File: src/rtl/sync_transmitter.sv
// -----------------------------------------------------------------------------
// sync_transmitter
// Sending end of a NoC clock-domain-crossing link. Flits from the local
// producer are buffered in a small FIFO. Each flit is then sent across the
// link with a two-phase toggle handshake: req changes level once per flit,
// and data_out is held until the synchronized ack level equals req.
//
// Ports
//   clock      in   single clock, all state updates on posedge
//   reset      in   synchronous active-high reset
//   data_in    in   flit from the local producer
//   valid_in   in   active-low valid for data_in
//   chnl_stop  out  registered back-pressure, 1 = FIFO full, writes ignored
//   req        out  registered link request, toggles once per flit
//   ack        in   asynchronous link acknowledge from the receiver
//   data_out   out  registered link data, stable until ack matches req
// -----------------------------------------------------------------------------
module sync_transmitter #(
  parameter int DATA_WIDTH  = 34,
  parameter int BUFFER_SIZE = 4,
  parameter int SYNC_STAGES = 2
) (
  input  logic                  clock,
  input  logic                  reset,
  input  logic [DATA_WIDTH-1:0] data_in,
  input  logic                  valid_in,
  output logic                  chnl_stop,
  output logic                  req,
  input  logic                  ack,
  output logic [DATA_WIDTH-1:0] data_out
);

  localparam int PTR_W = $clog2(BUFFER_SIZE);
  localparam int CNT_W = PTR_W + 1;

  typedef enum logic [1:0] {
    ST_IDLE     = 2'd0,
    ST_SETUP    = 2'd1,
    ST_WAIT_ACK = 2'd2
  } state_t;

  state_t                  r_state;
  logic [SYNC_STAGES-1:0]  r_ack_sync;
  logic [DATA_WIDTH-1:0]   r_mem [BUFFER_SIZE];
  logic [PTR_W-1:0]        r_wr_ptr;
  logic [PTR_W-1:0]        r_rd_ptr;
  logic [CNT_W-1:0]        r_count;

  logic                    w_ack_s;
  logic                    w_wr_en;
  logic                    w_pop;
  logic [CNT_W-1:0]        w_next_count;

  // Only the last synchronizer stage is safe to use in this domain.
  assign w_ack_s = r_ack_sync[SYNC_STAGES-1];

  // A write is taken only when the registered back-pressure is low.
  assign w_wr_en = ~valid_in & ~chnl_stop;

  // The FSM pops the FIFO head only from IDLE.
  assign w_pop   = (r_state == ST_IDLE) && (r_count != {CNT_W{1'b0}});

  // Next FIFO occupancy; a write and a pop in the same cycle cancel out.
  always_comb begin
    w_next_count = r_count;
    case ({w_wr_en, w_pop})
      2'b10:   w_next_count = r_count + CNT_W'(1);
      2'b01:   w_next_count = r_count - CNT_W'(1);
      default: w_next_count = r_count;
    endcase
  end

  // Shift the asynchronous ack through the synchronizer chain.
  always_ff @(posedge clock) begin
    if (reset) begin
      r_ack_sync <= {SYNC_STAGES{1'b0}};
    end else begin
      r_ack_sync <= {r_ack_sync[SYNC_STAGES-2:0], ack};
    end
  end

  // FIFO storage; contents need no reset because count guards every read.
  always_ff @(posedge clock) begin
    if (w_wr_en) begin
      r_mem[r_wr_ptr] <= data_in;
    end
  end

  // FIFO pointers, occupancy and back-pressure flag.
  always_ff @(posedge clock) begin
    if (reset) begin
      r_wr_ptr  <= {PTR_W{1'b0}};
      r_rd_ptr  <= {PTR_W{1'b0}};
      r_count   <= {CNT_W{1'b0}};
      chnl_stop <= 1'b0;
    end else begin
      // Power-of-two depth lets the pointers wrap by natural overflow.
      if (w_wr_en) begin
        r_wr_ptr <= r_wr_ptr + PTR_W'(1);
      end
      if (w_pop) begin
        r_rd_ptr <= r_rd_ptr + PTR_W'(1);
      end
      r_count   <= w_next_count;
      chnl_stop <= (w_next_count == CNT_W'(BUFFER_SIZE));
    end
  end

  // Link FSM: load data_out, then toggle req a cycle later, then wait for ack.
  always_ff @(posedge clock) begin
    if (reset) begin
      r_state  <= ST_IDLE;
      req      <= 1'b0;
      data_out <= {DATA_WIDTH{1'b0}};
    end else begin
      case (r_state)
        ST_IDLE: begin
          if (w_pop) begin
            data_out <= r_mem[r_rd_ptr];
            r_state  <= ST_SETUP;
          end else begin
            r_state  <= ST_IDLE;
          end
        end
        ST_SETUP: begin
          // data_out has had a full cycle to settle before this req edge.
          req     <= ~req;
          r_state <= ST_WAIT_ACK;
        end
        ST_WAIT_ACK: begin
          // Level match, not edge: completion is the ack level catching up.
          if (w_ack_s == req) begin
            r_state <= ST_IDLE;
          end else begin
            r_state <= ST_WAIT_ACK;
          end
        end
        default: begin
          r_state <= ST_IDLE;
        end
      endcase
    end
  end

endmodule

File: config.mk
export PLATFORM = sky130hd
export DESIGN_NAME = sync_transmitter
export DESIGN_NICKNAME = d
export VERILOG_FILES = /design/src/rtl/sync_transmitter.sv
export SDC_FILE = /design/constraint.sdc
export NUM_CORES = 1
export LEC_CHECK = 0
export BUFFER_PORTS_ARGS = -buffer_cell sky130_fd_sc_hd__buf_2
export CAP_MARGIN = 20
export CORE_AREA = 2 2 110 112
export CTS_CLUSTER_DIAMETER = 40
export DETAILED_ROUTE_END_ITERATION = 8
export DIE_AREA = 0 0 112 114
export PLACE_DENSITY = 0.79
export SLEW_MARGIN = 20
export SYNTH_ARGS = -nofsm -noshare
export SYNTH_HDL_FRONTEND = slang
export SYNTH_SLANG_ARGS = --single-unit
File: constraint.sdc
create_clock -name clock -period 4 [get_ports clock]
set_input_delay 0.2 -clock clock [delete_from_list [all_inputs] [get_ports clock]]
set_output_delay 0.2 -clock clock [all_outputs]
set_load 0.005 [all_outputs]
Word-level counts from Yosys, hierarchy flattened

Memory sizes are Yosys's and may differ from the RTL's. A register that Yosys moved wholly into a read port is not among the register bits.
Index checks and enable logic that the tools add are counted.

Register bits: 13
Bits in writable memories: 136
Memories: 1
Bits in latches: 0
Memory bits (read-only): 0
Word-level logic and storage cells: 32

Equal/unequal tests: 6
Muxes and demuxes: 6
Shift-type cells: 0
$add $sub $neg: 4
Divide/modulo/power cells: 0
$mul: 0
Bitwise gates (word level): 4
Reductions and logical operators: 4
Order comparisons: 0

Memories:

| memory | words | bits a word | read ports | clocked after memory_dff | wr ports | line | RTL |
|---|---|---|---|---|---|---|---|
| r_mem  | 4     | 34          | 1          | 1                        | 1        | 44   | `logic [DATA_WIDTH-1:0] r_mem [BUFFER_SIZE];` |

Operators with widths:

| cell                                                                | number |
|---|---|
| 2-bit case mux with 3 select lines                                  | 1 |
| 3-bit case mux with 2 select lines                                  | 1 |
| 2-bit by 1-bit adder with 2-bit output (second input constant)      | 2 |
| 2-bit by 1-bit == test with 1-bit output (second input constant)    | 2 |
| 2-bit == test (second input constant)                               | 2 |
| 3-bit by 1-bit adder with 3-bit output (second input constant)      | 1 |
| 3-bit == test (second input constant)                               | 1 |
| 1-bit two-way mux                                                   | 3 |
| 1-bit inverter                                                      | 3 |
| 3-bit nonzero test                                                  | 1 |
| 3-bit by 1-bit subtractor with 3-bit output (second input constant) | 1 |
| 2-bit logical NOT                                                   | 1 |
| 2-bit two-way mux                                                   | 1 |
| 2-bit AND reduction                                                 | 1 |
| 1-bit bitwise AND                                                   | 1 |
| 1-bit == test                                                       | 1 |
| 1-bit logical AND                                                   | 1 |

Depth between registers and ports, before layout

Depth in word-level cells: 5
Depth in mapped cells: 8

Worst setup path after synthesis

OpenSTA, ideal clock, no wires.

Path kind: register -> register
Start: reg r_count[0]
End: reg chnl_stop
Data required time: 3914 ps
Slack: 1944 ps
Stages on the path, launching flop included: 9
Data arrival time: 1970 ps
Period minus slack after synthesis: 2056 ps
Buffers on the path: 0
Library setup time: 86 ps
Cells stage by stage: dfxtp_1 > nor3_2 > nor3_1 > ha_1 > inv_1 > fa_1 > xor2_1 > or3_1 > a211oi_1

Word-level cells in the longest chain between the ends: 5
Elaborated cells on any way between the ends: 8
Those cells by class: add/sub (2); eq/ne (3); mux (1); reduce/logical (2)

RTL lines:

| item                                                                             | line | RTL |
|---|---|---|
| from (decl)                                                                      | 47   | `logic [CNT_W-1:0] r_count;` |
| from (signal assigned)                                                           | 94   | `r_count <= {CNT_W{1'b0}};` |
| from (signal assigned)                                                           | 104  | `r_count <= w_next_count;` |
| 3-bit nonzero test (*)                                                           | 61   | `assign w_pop = (r_state == ST_IDLE) && (r_count != {CNT_W{1'b0}});` |
| 1-bit logical AND (*)                                                            | 61   |  |
| named net w_pop                                                                  | 51   | `logic w_pop;` |
| 2-bit by 1-bit == test with 1-bit output / 2-bit == test (equally long branches) | 66   | `case ({w_wr_en, w_pop})` |
| 3-bit case mux with 2 select lines (*)                                           | 66   |  |
| 3-bit == test (*)                                                                | 105  | `chnl_stop <= (w_next_count == CNT_W'(BUFFER_SIZE));` |
| to (signal assigned)                                                             | 105  |  |
| to (decl)                                                                        | 27   | `output logic chnl_stop,` |

Mark *: on every way through the listed nets, which the timed path passes. The rest lies on a longest branch.
A chain may end at the register's enable or synchronous reset.

Final worst setup path

Same ends and word-level chain as after synthesis.

==> impl_metrics.toml <==
[status]
status = "finished clean"

[routing]
drc_errors = 0
totalWireLength_mm = 12.0
wl_per_cell_um = 20.2
drt_iter0_drc = 303
vias = 3317
viasPerCell = 5.57
antenna_left = 0
dr.pass1.iters = 4

[layout]
num_antenna_cells = 0
stdcell_count = 595
num-fill-cells = 756
final_cell_mix = "edfxtp_1 (136), buf_2 (73), dfxtp_1 (45)"
drive_gt1_share_pct = 39.7
mostFrequentLayoutCell = "edfxtp_1"
multiInputGateArea_um2 = 1480
regArea_um2 = 5030
synthToLayoutAreaGrowth_pct = 21.6
final_nets = 479

[power_and_ir_drop]
power.static_leakage_nw = 2.90
p_per_area_nw_per_um2 = 706
ir_drop_mv = 0.656

[floorplanning]
die_area_um2 = 12800
io_pins = 74
die_w_um = 112
num_rows = 40
dieHeight_um = 114
coreArea_um2 = 11700
start_util_pct = 56.7

[logic_synthesis]
syn_avg_cell_area_um2 = 20.6
postSynthCellCount = 322
syn_area_um2 = 6640
ys.flop_type = "edfxtp_1"
yosysSeqAreaShare_pct = 75.7
ys_seq_elements = 183
async_flop_share_pct = 0
synth-edff-count = 136
syn-num-nets = 366
yosysUniqueCellTypes = 32
ys_warn_count = 0

[flow_run]
max-cap-violations = 0

[critical_path]
worstPathArrival_ns = 2.61
path_class = "flip-flop to flip-flop"
crit_fanout = 5
critical_path_required_ns = 4.33
worstSetupStartpointType = "flip-flop"
worst_setup_path_end_kind = "flip-flop"

[timing]
clock.fmax_ghz = 0.438
rsz0062_at_grt = "no"
hold_viol_final = 0
worst_pin_slew_ns = 1.01
setup_ws_ns = 1.72
finalSetupViolCount = 0
layout_min_cycle_time_ns = 2.28
finClkSkew_ns = 0.00798
fin_crit_sh_pct = 57.0
relSlewSlack_pct = 33.0
slew_violations = 0
tns_ns = 0

[clock_network]
cts_made_buffers = 17
clockRootBuffer = "clkbuf_16"
cts_setup_buffers = 0
cts.sinks = 183
cts_tree = "yes"
cts_buffer_depth = 2
clk_latency_ns = 0.42
htree_num_levels = 4
clk_pin_slew_ns = 0.06

[placed_design]
gp_congestion = 0.714
dp.cells = 528
dpl.hpwl_mm = 6.30
port_buffers = 73
place_ws_ns = 1.76

[global_routing]
grt_pass1_wl_mm = 18.7
grt_pass1_vias = 3538
grt_max_degree = 37
gr-usage-all-layers_pct = 20.0
gr-total-overflow = 0
antenna_found_initial = 0

[worst_hold_path]
hp-class = "input port to flip-flop"
[logic make-up after synthesis]
family | share of synthesized area (%)
flops | 75.7
simple gates | 2.39
mux | 11.7
xor+xnor | 0.660
fa+ha+maj | 1.24
buf+inv | 2.09
compound gates | 6.26
[area by class of cell]
type,instances,share of cell area [%]
inverter,7,0.326
timing repair buffer,110,9.27
multi-input combinational,116,18.4
clock buffer,25,6.01
clock inverter,7,1.47
tap,147,2.28
sequential,183,62.3
[synth_stat cells, types with 3 or more instances]
cell type	instances	share of area (%)
edfxtp_1	136	62
dfxtp_1	47	14
mux4_2	34	12
a22o_2	31	4.7
inv_1	7	0.40
nor2_1	7	0.40
buf_2	6	0.45
buf_6	6	1.0
nor2b_1	6	0.57
ha_1	5	0.94
a21oi_1	4	0.30
and2_1	4	0.38
a22o_1	3	0.40
xor2_1	3	0.40
[repair_timing]
action                                 CTS  global route
hold buffers                            33             1
endpoints found under the hold margin  129             4
gates resized for setup                  0             0
[report_power, final]
group	internal [mW]	total (mW)	switching (mW)
Combinational	0.723	1.33	0.604
Sequential	2.43	2.68	0.258
Clock	1.04	1.69	0.654
[worst paths after layout]
check | to | cells past startpoint | slack, ns | from
hold reg to reg | r_ack_sync[1]$_SDFF_PP0_ | 1 | 0.46 | r_ack_sync[0]$_SDFF_PP0_
setup reg to reg | chnl_stop$_SDFF_PP0_ | 8 | 1.72 | r_count[0]$_SDFF_PP0_
setup / recovery | chnl_stop$_SDFF_PP0_ | 8 | 1.72 | r_count[0]$_SDFF_PP0_
hold / removal | r_mem[1][11]$_DFFE_PP_ | 1 | 0.03 | data_in[11]
[critical path: stages (launching register included)]
cell      delay [ns]
dfxtp_1         0.45
nor3_2          0.11
nor3_1          0.22
ha_1            0.24
inv_1           0.08
fa_1            0.38
xor2_1          0.15
or3_1           0.32
a211oi_1        0.24
[through the flow]
stage                     util (%)  total power [mW]  hold slack (ns)  instance area, µm²
final                         68.9              5.70           0.0334                8070
after floorplan                  -              3.60            0.299                6640
after global routing          68.9              5.96           0.0234                8070
after global placement        60.6              3.94            0.409                7100
after detailed placement      60.6              4.00            0.415                7100
after CTS                     68.6              5.72          0.00705                8030
[registers in the layout (all words and copies together), names as in the netlist]
name	count
r_wr_ptr	2
r_state	2
r_mem	136
data_out	34
r_ack_sync	2
chnl_stop	1
req	1
r_rd_ptr	2
r_count	3
[metal layers]
metal / up-vias / GRT usage [%] / wire (µm)
met5: - / 0 / 0
met2: 92 / 33.8 / 6290
li1: 1529 / - / -
met3: 19 / 5.84 / 592
met4: 0 / 7.07 / 170
met1: 1677 / 25.1 / 4940
No activity file was read; power rests on OpenSTA's default activity.
